`config.mk`:
```
export PLATFORM = sky130hd
export DESIGN_NAME = sync_fifo_param
export DESIGN_NICKNAME = d
export VERILOG_FILES = /design/src/rtl/sync_fifo_param.sv
export SDC_FILE = /design/constraint.sdc
export NUM_CORES = 1
export LEC_CHECK = 0
export CAP_MARGIN = 10
export CORE_MARGIN = 3
export CORE_UTILIZATION = 55
export DETAILED_ROUTE_END_ITERATION = 8
export DONT_BUFFER_PORTS = 1
export GPL_TIMING_DRIVEN = 0
export HOLD_SLACK_MARGIN = 0.02
export PLACE_DENSITY = 0.77
export SYNTH_ARGS = -nofsm -noshare
export SYNTH_HDL_FRONTEND = slang
export SYNTH_SLANG_ARGS = --single-unit
```
`constraint.sdc`:
```
create_clock -name clk -period 4.13 [get_ports clk]
set_clock_uncertainty 0.05 [all_clocks]
set_input_delay 1.239 -clock clk [delete_from_list [all_inputs] [get_ports clk]]
set_output_delay 1.239 -clock clk [all_outputs]
set_load 0.01 [all_outputs]
```
`src/rtl/sync_fifo_param.sv`:
```
// sync_fifo_param: single-clock parametrised FIFO with occupancy count,
// almost-full/almost-empty thresholds, sticky overflow/underflow flags and
// a selectable first-word-fall-through read mode.
//
// Handshake: a write is taken on any edge where wr_en=1 and full=0; a read
// is taken on any edge where rd_en=1 and empty=0. Requests made against
// the opposite flag are dropped and only raise the matching error flag.
module sync_fifo_param #(
    parameter int WIDTH    = 8,
    parameter int DEPTH    = 16,
    parameter int AF_LEVEL = DEPTH - 2,
    parameter int AE_LEVEL = 2,
    parameter int FWFT     = 0,
    localparam int AW      = $clog2(DEPTH),
    localparam int LW      = AW + 1
) (
    input  logic             clk,
    input  logic             rst_n,
    input  logic             wr_en,
    input  logic [WIDTH-1:0] din,
    input  logic             rd_en,
    input  logic             err_clr,
    output logic [WIDTH-1:0] dout,
    output logic             full,
    output logic             empty,
    output logic             almost_full,
    output logic             almost_empty,
    output logic [LW-1:0]    level,
    output logic             overflow,
    output logic             underflow
);

    logic [WIDTH-1:0] mem [DEPTH];
    logic [AW-1:0]    wr_ptr;
    logic [AW-1:0]    rd_ptr;
    logic             wr_acc;
    logic             rd_acc;
    logic [LW-1:0]    level_next;

    // Acceptance uses the registered flags, so a read never frees space for
    // a same-cycle write at full, nor a write feed a same-cycle read at empty.
    always_comb begin
        wr_acc     = wr_en & ~full;
        rd_acc     = rd_en & ~empty;
        level_next = level + LW'(wr_acc) - LW'(rd_acc);
    end

    // Storage array; deliberately not reset, writes are dropped during reset.
    always_ff @(posedge clk) begin
        if (rst_n && wr_acc) begin
            mem[wr_ptr] <= din;
        end
    end

    // Pointers, occupancy and status flags, all derived from level_next.
    always_ff @(posedge clk) begin
        if (!rst_n) begin
            wr_ptr       <= '0;
            rd_ptr       <= '0;
            level        <= '0;
            full         <= 1'b0;
            empty        <= 1'b1;
            almost_full  <= 1'b0;
            almost_empty <= 1'b1;
        end else begin
            if (wr_acc) begin
                wr_ptr <= wr_ptr + AW'(1);
            end
            if (rd_acc) begin
                rd_ptr <= rd_ptr + AW'(1);
            end
            level        <= level_next;
            full         <= (level_next == LW'(DEPTH));
            empty        <= (level_next == '0);
            almost_full  <= (level_next >= LW'(AF_LEVEL));
            almost_empty <= (level_next <= LW'(AE_LEVEL));
        end
    end

    // Sticky error flags; a new error event wins over a same-cycle clear.
    always_ff @(posedge clk) begin
        if (!rst_n) begin
            overflow  <= 1'b0;
            underflow <= 1'b0;
        end else begin
            if (wr_en && full) begin
                overflow <= 1'b1;
            end else if (err_clr) begin
                overflow <= 1'b0;
            end
            if (rd_en && empty) begin
                underflow <= 1'b1;
            end else if (err_clr) begin
                underflow <= 1'b0;
            end
        end
    end

    generate
        if (FWFT != 0) begin : g_fwft
            // Head of queue is presented directly; valid whenever empty=0.
            always_comb begin
                dout = mem[rd_ptr];
            end
        end else begin : g_std
            // Registered read port: dout updates one edge after rd_acc.
            always_ff @(posedge clk) begin
                if (!rst_n) begin
                    dout <= '0;
                end else if (rd_acc) begin
                    dout <= mem[rd_ptr];
                end
            end
        end
    endgenerate

endmodule

```
After elaboration in Yosys (flattened, before gate mapping)
Memory sizes are Yosys's and may differ from the RTL's. A register that Yosys moved wholly into a read port is not among the register bits.
Cells that the tools add are included.
{ "classes": {"n_addsub": 4, "order_cmp": 2, "n_mux": 5, "bitwise_logic": 4, "n_reduce_logical": 7, "n_eq_ne": 1} }
{ "ops": {"columns": ["op", "count"], "rows": [
  ["adder 4 x 1 -> 4 bit (second input constant)", 2],
  ["adder 5 x 1 -> 5 bit", 1],
  ["equality test 5 bit (second input constant)", 1],
  [">= comparator 5 x 4 -> 1 bit (second input constant)", 1],
  ["less-or-equal comparator 5 x 2 -> 1 bit (second input constant)", 1],
  ["zero test 5 bit", 1],
  ["two-way mux 1 bit", 5],
  ["subtractor 5 x 1 -> 5 bit", 1],
  ["nonzero test 2 bit", 2],
  ["logical AND 1 bit", 3],
  ["AND 1 bit", 2],
  ["NOT 1 bit", 2],
  ["zero test 1 bit", 1]
]} }
{ "totals": {"out_inout_bits": 19, "ramBits": 128, "wordCells": 33, "reg_bits": 19, "input_bits": 13, "n_memories": 1} }
{ "memory_table": {"columns": ["memory", "depth", "word_bits", "read_ports", "rd_ports_with_merged_regs", "wr", "line_no", "rtl"], "rows": [
  ["mem", 16, 8, 1, 1, 1, "33", "logic [WIDTH-1:0] mem [DEPTH];"]
]} }

Depth between registers and ports, before layout
Gate-level depths: netlist (run 1).
{ "depth": {"ltp_word": 5, "depth_mapped": 11, "mapped_depth_nobuf": 10} }

Least setup slack after synthesis (run 1)
No wires, ideal clock.
{ "synth_path": {"path_kind": "in2reg", "from": "in wr_en", "to": "reg full", "setup_ns": 0.091, "t_required_ns": 3.989, "slack_ns": 0.651, "t_arrival_ns": 3.338, "cell_stages": 11, "path_buffers": 1, "cell_sequence": "nor2b_1 > clkbuf_1 > inv_1 > ha_1 > inv_1 > ha_1 > fa_1 > a21o_1 > a21oi_1 > xnor2_1 > nor4bb_1"} }
{ "synth_between": {"elab_chain_cells": 4} }
{ "synth_rtl": {"columns": ["element", "line_no", "rtl"], "rows": [
  ["start, declared", "19", "input logic wr_en,"],
  ["AND 1 bit", "43", "wr_acc = wr_en & ~full;"],
  ["adder 5 x 1 -> 5 bit", "45", "level_next = level + LW'(wr_acc) - LW'(rd_acc);"],
  ["subtractor 5 x 1 -> 5 bit", "45", null],
  ["equality test 5 bit", "73", "full <= (level_next == LW'(DEPTH));"],
  ["end signal, assigned", "73", null],
  ["end, declared", "24", "output logic full,"]
]} }
Every way passes these cells.
A chain may end at the register's enable or synchronous reset.

Worst setup path in the final report (run 1)
Ends and elaborated chain as after synthesis.

==> metrics, run 1 <==
Least-Margin Pin Slew 0.974 ns; Clock transition at path regs approximately 0.050 ns; type of origin of the critical path input pin; minimum setup slack after placement between 0.4 and 0.5 ns; post-synthesis compound-gate area fraction about 5%; count of routing violations after the opening detailed-route iteration 336; Final min period roughly 3.3 ns; number of routed nets with antenna violations 0; number of buffers created by CTS 17; post-synthesis simple-gate area fraction under 10%; Area growth syn-to-layout 11.9%; IO Count 32; routed wirelength normalized by instance count between 20 and 25 um; total die area 12600 um^2; Rel. slew slack 34.9%; FP Rows 38; minimum hold slack between 0.5 and 0.6 ns; leak pwr approximately 2.3 nW; Mapped Avg Cell Area ~17 um^2; Max Freq between 0.3 and 0.4 GHz; dpl cell area around 6400 um^2; share of the synthesized area in the top cell type between 60% and 70%; number of global-route vias before repair between 3000 and 4000; Port Buffer Count 0; Yosys warning total 0; largest net degree at the start of global routing 17; total track usage a little over a fifth; number of fill cells 785; # Post-CTS Setup Buffers 0; first-pass detailed-route iteration total 6; Synth Cell Area between 6000 and 7000 um^2; die width 112 um; starting utilization of the core area 56.7%; Hold Buf Count CTS 0; buffers from clock root to sink, at most 2; post-synthesis xor/xnor area fraction 1.41%; number of setup violations in the final report 0; Mapped Nets 384; Routability Congestion approximately 0.8; grt ovf 0; sequential share of the synthesized area a little over two thirds; insertion delay to the later sink of the worst-skew pair ~0.4 ns; Slew Limit Fails 0; most common cell after layout, fill and taps aside edfxtp_1; number of distinct library cells after synthesis 38; Antenna Diode Count 0; Non-Filler Cell Area, Final about 6900 um^2; TritonCTS clock tree yes; total power density per cell area between 500 and 600 nW/um^2; wire length of the first global-routing pass 19.2 mm; main combinational cell family by area after synthesis multiplexers; die height 112 um; post-route setup slack approximately 0.82 ns; Worst Setup Path Type input pin to register; commonest cells after routing, fill and taps aside edfxtp_1, dfxtp_1, mux2_2; signal arrival time at the worst endpoint 3.58 ns; level count of the clock H-tree 4; run status complete, no violations; Gate Count Post-Synth between 300 and 400; share of cells above drive strength 1 16.1%; CP endpoint kind register; clk root buf clkbuf_16; path type of the worst min-delay path register to register; Total Neg Setup Slack 0 ns; final HPWL from detailed placement a little under 8 mm; Max rail drop VDD around 0.37 mV; met3 track demand over resource between 5 and 6%; nets@finish around 400; required time at the endpoint of the critical path around 4.4 ns; Avg Vias per Cell between 6 and 7; dominant cells by area after synthesis edfxtp_1, dfxtp_1, mux4_1; Core Box Area around 11000 um^2; Period Utilization, post-route about four fifths; global routing met2 resource utilization 31.3%; cells resized by post-CTS repair 0; endpoints failing hold 0; sink count of the clock tree 155; GRT busiest layer met2; sum of routed wire length over all layers approximately 12 mm; DRC violations left 0; met1 Resource Use GR 29.8%; crit-path max FO 9; adder-cell share of the synthesized area under 10%; fraction of synthesized area in multiplexers 11.6%; unrepaired setup endpoints after global routing no; initial antenna violation count 0; vias after detailed routing between 3000 and 4000; largest area contributor in the synthesized netlist edfxtp_1; max_cap viols 0; number of storage elements in the synthesis netlist between 150 and 200
power by group:
part	total, mW	internal (mW)	switching [mW]
Sequential	1.86	1.78	0.0841
Clock	1.47	0.910	0.558
Combinational	0.577	0.269	0.308
Total	3.91	2.96	0.950
layer usage:
metal	part of all wire, %	routed length, um
met5	0	0
met4	1.9	240
met3	9.0	1110
met2	47	5750
met1	42	5250
synthesized netlist by cell type (all sizes together):
library cell	number
nor2	17
nand3	2
edfxtp	128
a21oi	3
clkbuf	9
buf	9
mux2	22
nand2b	2
nor4bb	1
o31ai	2
a2111oi	7
o21ai	1
nor2b	21
fa	1
mux4	18
xnor2	8
mux2i	2
dfxtp	27
nand3b	2
a221o	7
nand4	2
nor4	7
a21o	3
a32o	1
nand2	6
o22ai	7
inv	9
ha	10
and3b	1
or3	1
a22oi	3
and2	11
or3b	1
xor2	2
a211oi	7
cell type report:
cell class,count,area (um^2),area share [%]
multi-input combinational,178,1690,24.3
tap,140,175,2.52
clock inverter,10,97.6,1.41
clock buffer,22,464,6.69
inverter,9,33.8,0.487
buffer,18,96.3,1.39
sequential,155,4380,63.2
per-stage QoR:
step | utilization (%) | power, mW | instances
after global routing | 63.4 | 4.08 | 532
final | 63.4 | 3.91 | 532
after CTS | 63.4 | 3.93 | 532
after detailed placement | 58.3 | 2.47 | 500
after global placement | 58.3 | 2.44 | 500
after floorplan | - | 2.33 | 360
logic make-up (layout without fill, tap and decap cells):
logic type / Yosys count / count (layout)
DFF: 155 / 155
and+or+nand+nor: 74 / 74
muxes: 42 / 42
AOI/OAI and AO/OA: 41 / 41
buffers and inverters: 27 / 59
adders and majority gates: 11 / 11
xor gates and xnor gates: 10 / 10
flip-flops by register name, indices dropped and copies added (netlist names):
signal and cells:
full 1, mem 128, level 5, almost_empty 1, rd_ptr 4, wr_ptr 4
almost_full 1, empty 1, underflow 1, dout 8, overflow 1
worst max-delay path: stages:
cell      delay (ns)
nor2b_1         0.10
clkbuf_1        0.32
inv_1           0.10
ha_1            0.30
inv_1           0.04
ha_1            0.20
fa_1            0.41
a21o_1          0.17
a21oi_1         0.17
xnor2_1         0.25
nor4bb_1        0.30
final timing paths:
kind	start	endpoint	slack (ns)	cells past startpoint
setup / recovery	wr_en	full	0.82	11
hold / removal	dout[2]	dout[2]	0.52	1
setup reg to reg	full	full	1.28	11
hold reg to reg	dout[2]	dout[2]	0.52	1
Note: power is estimated with default switching activity, not from simulation.
==> run 2, diff against run 1 <==
--- a/config.mk
+++ b/config.mk
@@ -12,7 +12,7 @@
 export DONT_BUFFER_PORTS = 1
 export GPL_TIMING_DRIVEN = 0
 export HOLD_SLACK_MARGIN = 0.02
-export PLACE_DENSITY = 0.77
+export PLACE_DENSITY = 0.8
 export SYNTH_ARGS = -nofsm -noshare
 export SYNTH_HDL_FRONTEND = slang
 export SYNTH_SLANG_ARGS = --single-unit
==> constraint.sdc (replaced) <==
create_clock -name clk -period 2.79 [get_ports clk]
set_clock_uncertainty 0.05 [all_clocks]
set_input_delay 0.837 -clock clk [delete_from_list [all_inputs] [get_ports clk]]
set_output_delay 0.837 -clock clk [all_outputs]
set_load 0.01 [all_outputs]
==> metrics, run 2 (same netlist as run 1, synthesis figures left out) <==
max reg flops 128 (unchanged); most common cell after layout, fill and taps aside edfxtp_1 (unchanged); type of origin of the critical path input pin (unchanged); Hold Buf Count CTS 0 (unchanged); level count of the clock H-tree 4 (unchanged); initial antenna violation count 0 (unchanged); Slew Limit Fails 0 (unchanged); required time at the endpoint of the critical path 3.05 ns (was 4.41 ns); number of setup violations in the final report 0 (unchanged); grt ovf 0 (unchanged); max_cap viols 0 (unchanged); Avg Vias per Cell 6.19 (was 6.08); total die area 12600 um^2 (unchanged); register ranked first by flip-flop count mem (unchanged); net switching share of the total power 26.2% (was 24.3%); Core Box Area 10900 um^2 (unchanged); IO Count 32 (unchanged); Reg2Reg Setup Slack 0.27 ns (was 1.28 ns); slowest stage cell, crit path fa_2 (was fa_1); Antenna Diode Count 0 (unchanged); total track usage 20.8% (was 21.0%); worst path cell trace nor2b_1 > clkbuf_2 > ha_4 > inv_2 > ha_4 > fa_2 > a21o_1 > a21oi_2 > xnor2_1 > nor4bb_1 (was nor2b_1 > clkbuf_1 > inv_1 > ha_1 > inv_1 > ha_1 > fa_1 > a21o_1 > a21oi_1 > xnor2_1 > nor4bb_1); Final Power 5.83 mW (was 3.91 mW); sequential group share of total power 47.3% (was 47.7%); total power density per cell area 835 nW/um^2 (was 563 nW/um^2); startpoint of the most critical register-to-register path empty (was full); vias after detailed routing 3294 (was 3237); nets@finish 403 (unchanged); Least-Margin Pin Slew 0.969 ns (was 0.974 ns); clk root buf clkbuf_16 (unchanged); cell seen most often among critical-path stages ha_4; CP endpoint kind register (unchanged); Worst Reg-to-Reg Cells 10 (was 11); # Post-CTS Setup Buffers 0 (unchanged); Placed Cells 500 (unchanged); run status complete, no violations (unchanged); endpoints failing hold 0 (unchanged); unrepaired setup endpoints after global routing no (unchanged); number of global-route vias before repair 3439 (was 3335); combinational power share 15.3% (was 14.8%); leak pwr 2.28 nW (was 2.29 nW); cell internal power dissipation 4.30 mW (was 2.96 mW); Worst Setup Path Type input pin to register (unchanged); peak per-stage delay on the critical path 0.36 ns (was 0.41 ns); starting utilization of the core area 56.7% (unchanged); die width 112 um (unchanged); Period Utilization, post-route between 90% and 100%; routed wirelength normalized by instance count 23.2 um (about the same); Rel. slew slack 35.2% (was 34.9%); sink count of the clock tree 155 (unchanged); Area growth syn-to-layout 12.5% (was 11.9%); crit-path max FO 8 (was 9); sum of routed wire length over all layers 12.4 mm (was 12.3 mm); number of routed nets with antenna violations 0 (unchanged); count of routing violations after the opening detailed-route iteration 259 (was 336); Max rail drop VDD 0.570 mV (was 0.369 mV); cells resized by post-CTS repair 0 (unchanged); commonest cells after routing, fill and taps aside edfxtp_1, dfxtp_1, mux2_2 (unchanged); FP Rows 38 (unchanged); DRC violations left 0 (unchanged); final core utilization 63.8% (was 63.4%); wire length of the first global-routing pass 19.1 mm (was 19.2 mm); critical path startpoint rd_en (was wr_en); number of buffers created by CTS 17 (unchanged); first-pass detailed-route iteration total 4 (was 6); path type of the worst min-delay path input pin to register (was register to register); largest net degree at the start of global routing 17 (unchanged); final HPWL from detailed placement 7.91 mm (was 7.85 mm); number of standard cells in the final layout excluding fillers 532 (unchanged); end point of the critical path full (unchanged); Max Freq just under 0.4 GHz; buffers from clock root to sink, at most 2 (unchanged); reg2reg end full (unchanged); registers with the most flip-flops mem: 128 flops, dout: 8 flops, level: 5 flops (unchanged); Final min period around 2.6 ns; Clock transition at path regs 0.06 ns (was 0.05 ns); share of power burned in the clock network 37.3% (was 37.6%); Switching Power 1.53 mW (was 0.950 mW); share of cells above drive strength 1 18.9% (was 16.1%); signal arrival time at the worst endpoint 2.84 ns (was 3.58 ns); TritonCTS clock tree yes (unchanged); Port Buffer Count 0 (unchanged); Routability Congestion 0.842 (was 0.791); insertion delay to the later sink of the worst-skew pair 0.42 ns (was 0.41 ns); die height 112 um (unchanged)
[run 2: changes by cell type in the layout (fill, tap and decap cells not counted), sizes merged]
| cell | delta |
|---|---|
| clkinv | -2 |
| bufinv | -1 |
| clkbuf | -5 |
| inv | +6 |
| clkinvlp | +2 |
[run 2: layer usage]
metal	share of wire [%]	wire length (um)	vias to the layer above	GRT usage, %
li1	-	-	1466	-
met1	41	5110	1642	27.7
met2	46	5700	150	29.8
met3	8.6	1070	36	7.49
met4	3.9	488	0	11.9
met5	0	0	-	0
[run 2: power by group through the flow]
stage / combinational, mW / clock [mW] / sequential (mW)
global placement: 0.852 / 0 / 2.80
detailed placement: 0.892 / 0 / 2.81
floorplan: 0.708 / 0 / 2.78
CTS: 0.901 / 2.20 / 2.76
finish: 0.893 / 2.18 / 2.76
global route: 0.992 / 2.29 / 2.77
[run 2: how the worst min path moves through the flow]
| stage | startpoint | endpoint | slack [ns] | depth (start not counted) |
|---|---|---|---|---|
| after floorplan | dout[0] | dout[0] | 0.48 | 1 |
| after global placement | dout[1] | dout[1] | 0.52 | 1 |
| after detailed placement | dout[2] | dout[2] | 0.52 | 1 |
| after CTS | din[6] | mem[15][6] | 0.44 | 0 |
| after global routing | din[6] | mem[15][6] | 0.44 | 0 |
| final | din[3] | mem[13][3] | 0.46 | 0 |
[run 2: critical path: cells and delay by family]
kind,cells,cell delay (ns)
xor+xnor,1,0.22
buf+inv,2,0.24
compound gates,2,0.33
simple gates,2,0.39
fa+ha+maj,3,0.82
[run 2: cell type report]
class                   count  area [um^2]
multi-input cells         178         1720
inverters                   9         33.8
clock buffers              17          425
well taps                 140          175
flip-flops and latches    155         4380
clock inverters            15          139
plain buffers              18          101
fillers                   746         3960
[run 2: metrics by stage]
step	cell area (um^2)	worst slack, ns	hold WS, ns	setup TNS (ns)
floorplan	6240	-0.000900	0.481	-0.000900
global placement	6410	-0.157	0.517	-0.370
detailed placement	6410	-0.235	0.521	-0.542
CTS	6980	0.203	0.445	0
global route	6980	0.0706	0.440	0
finish	6980	0.208	0.462	0
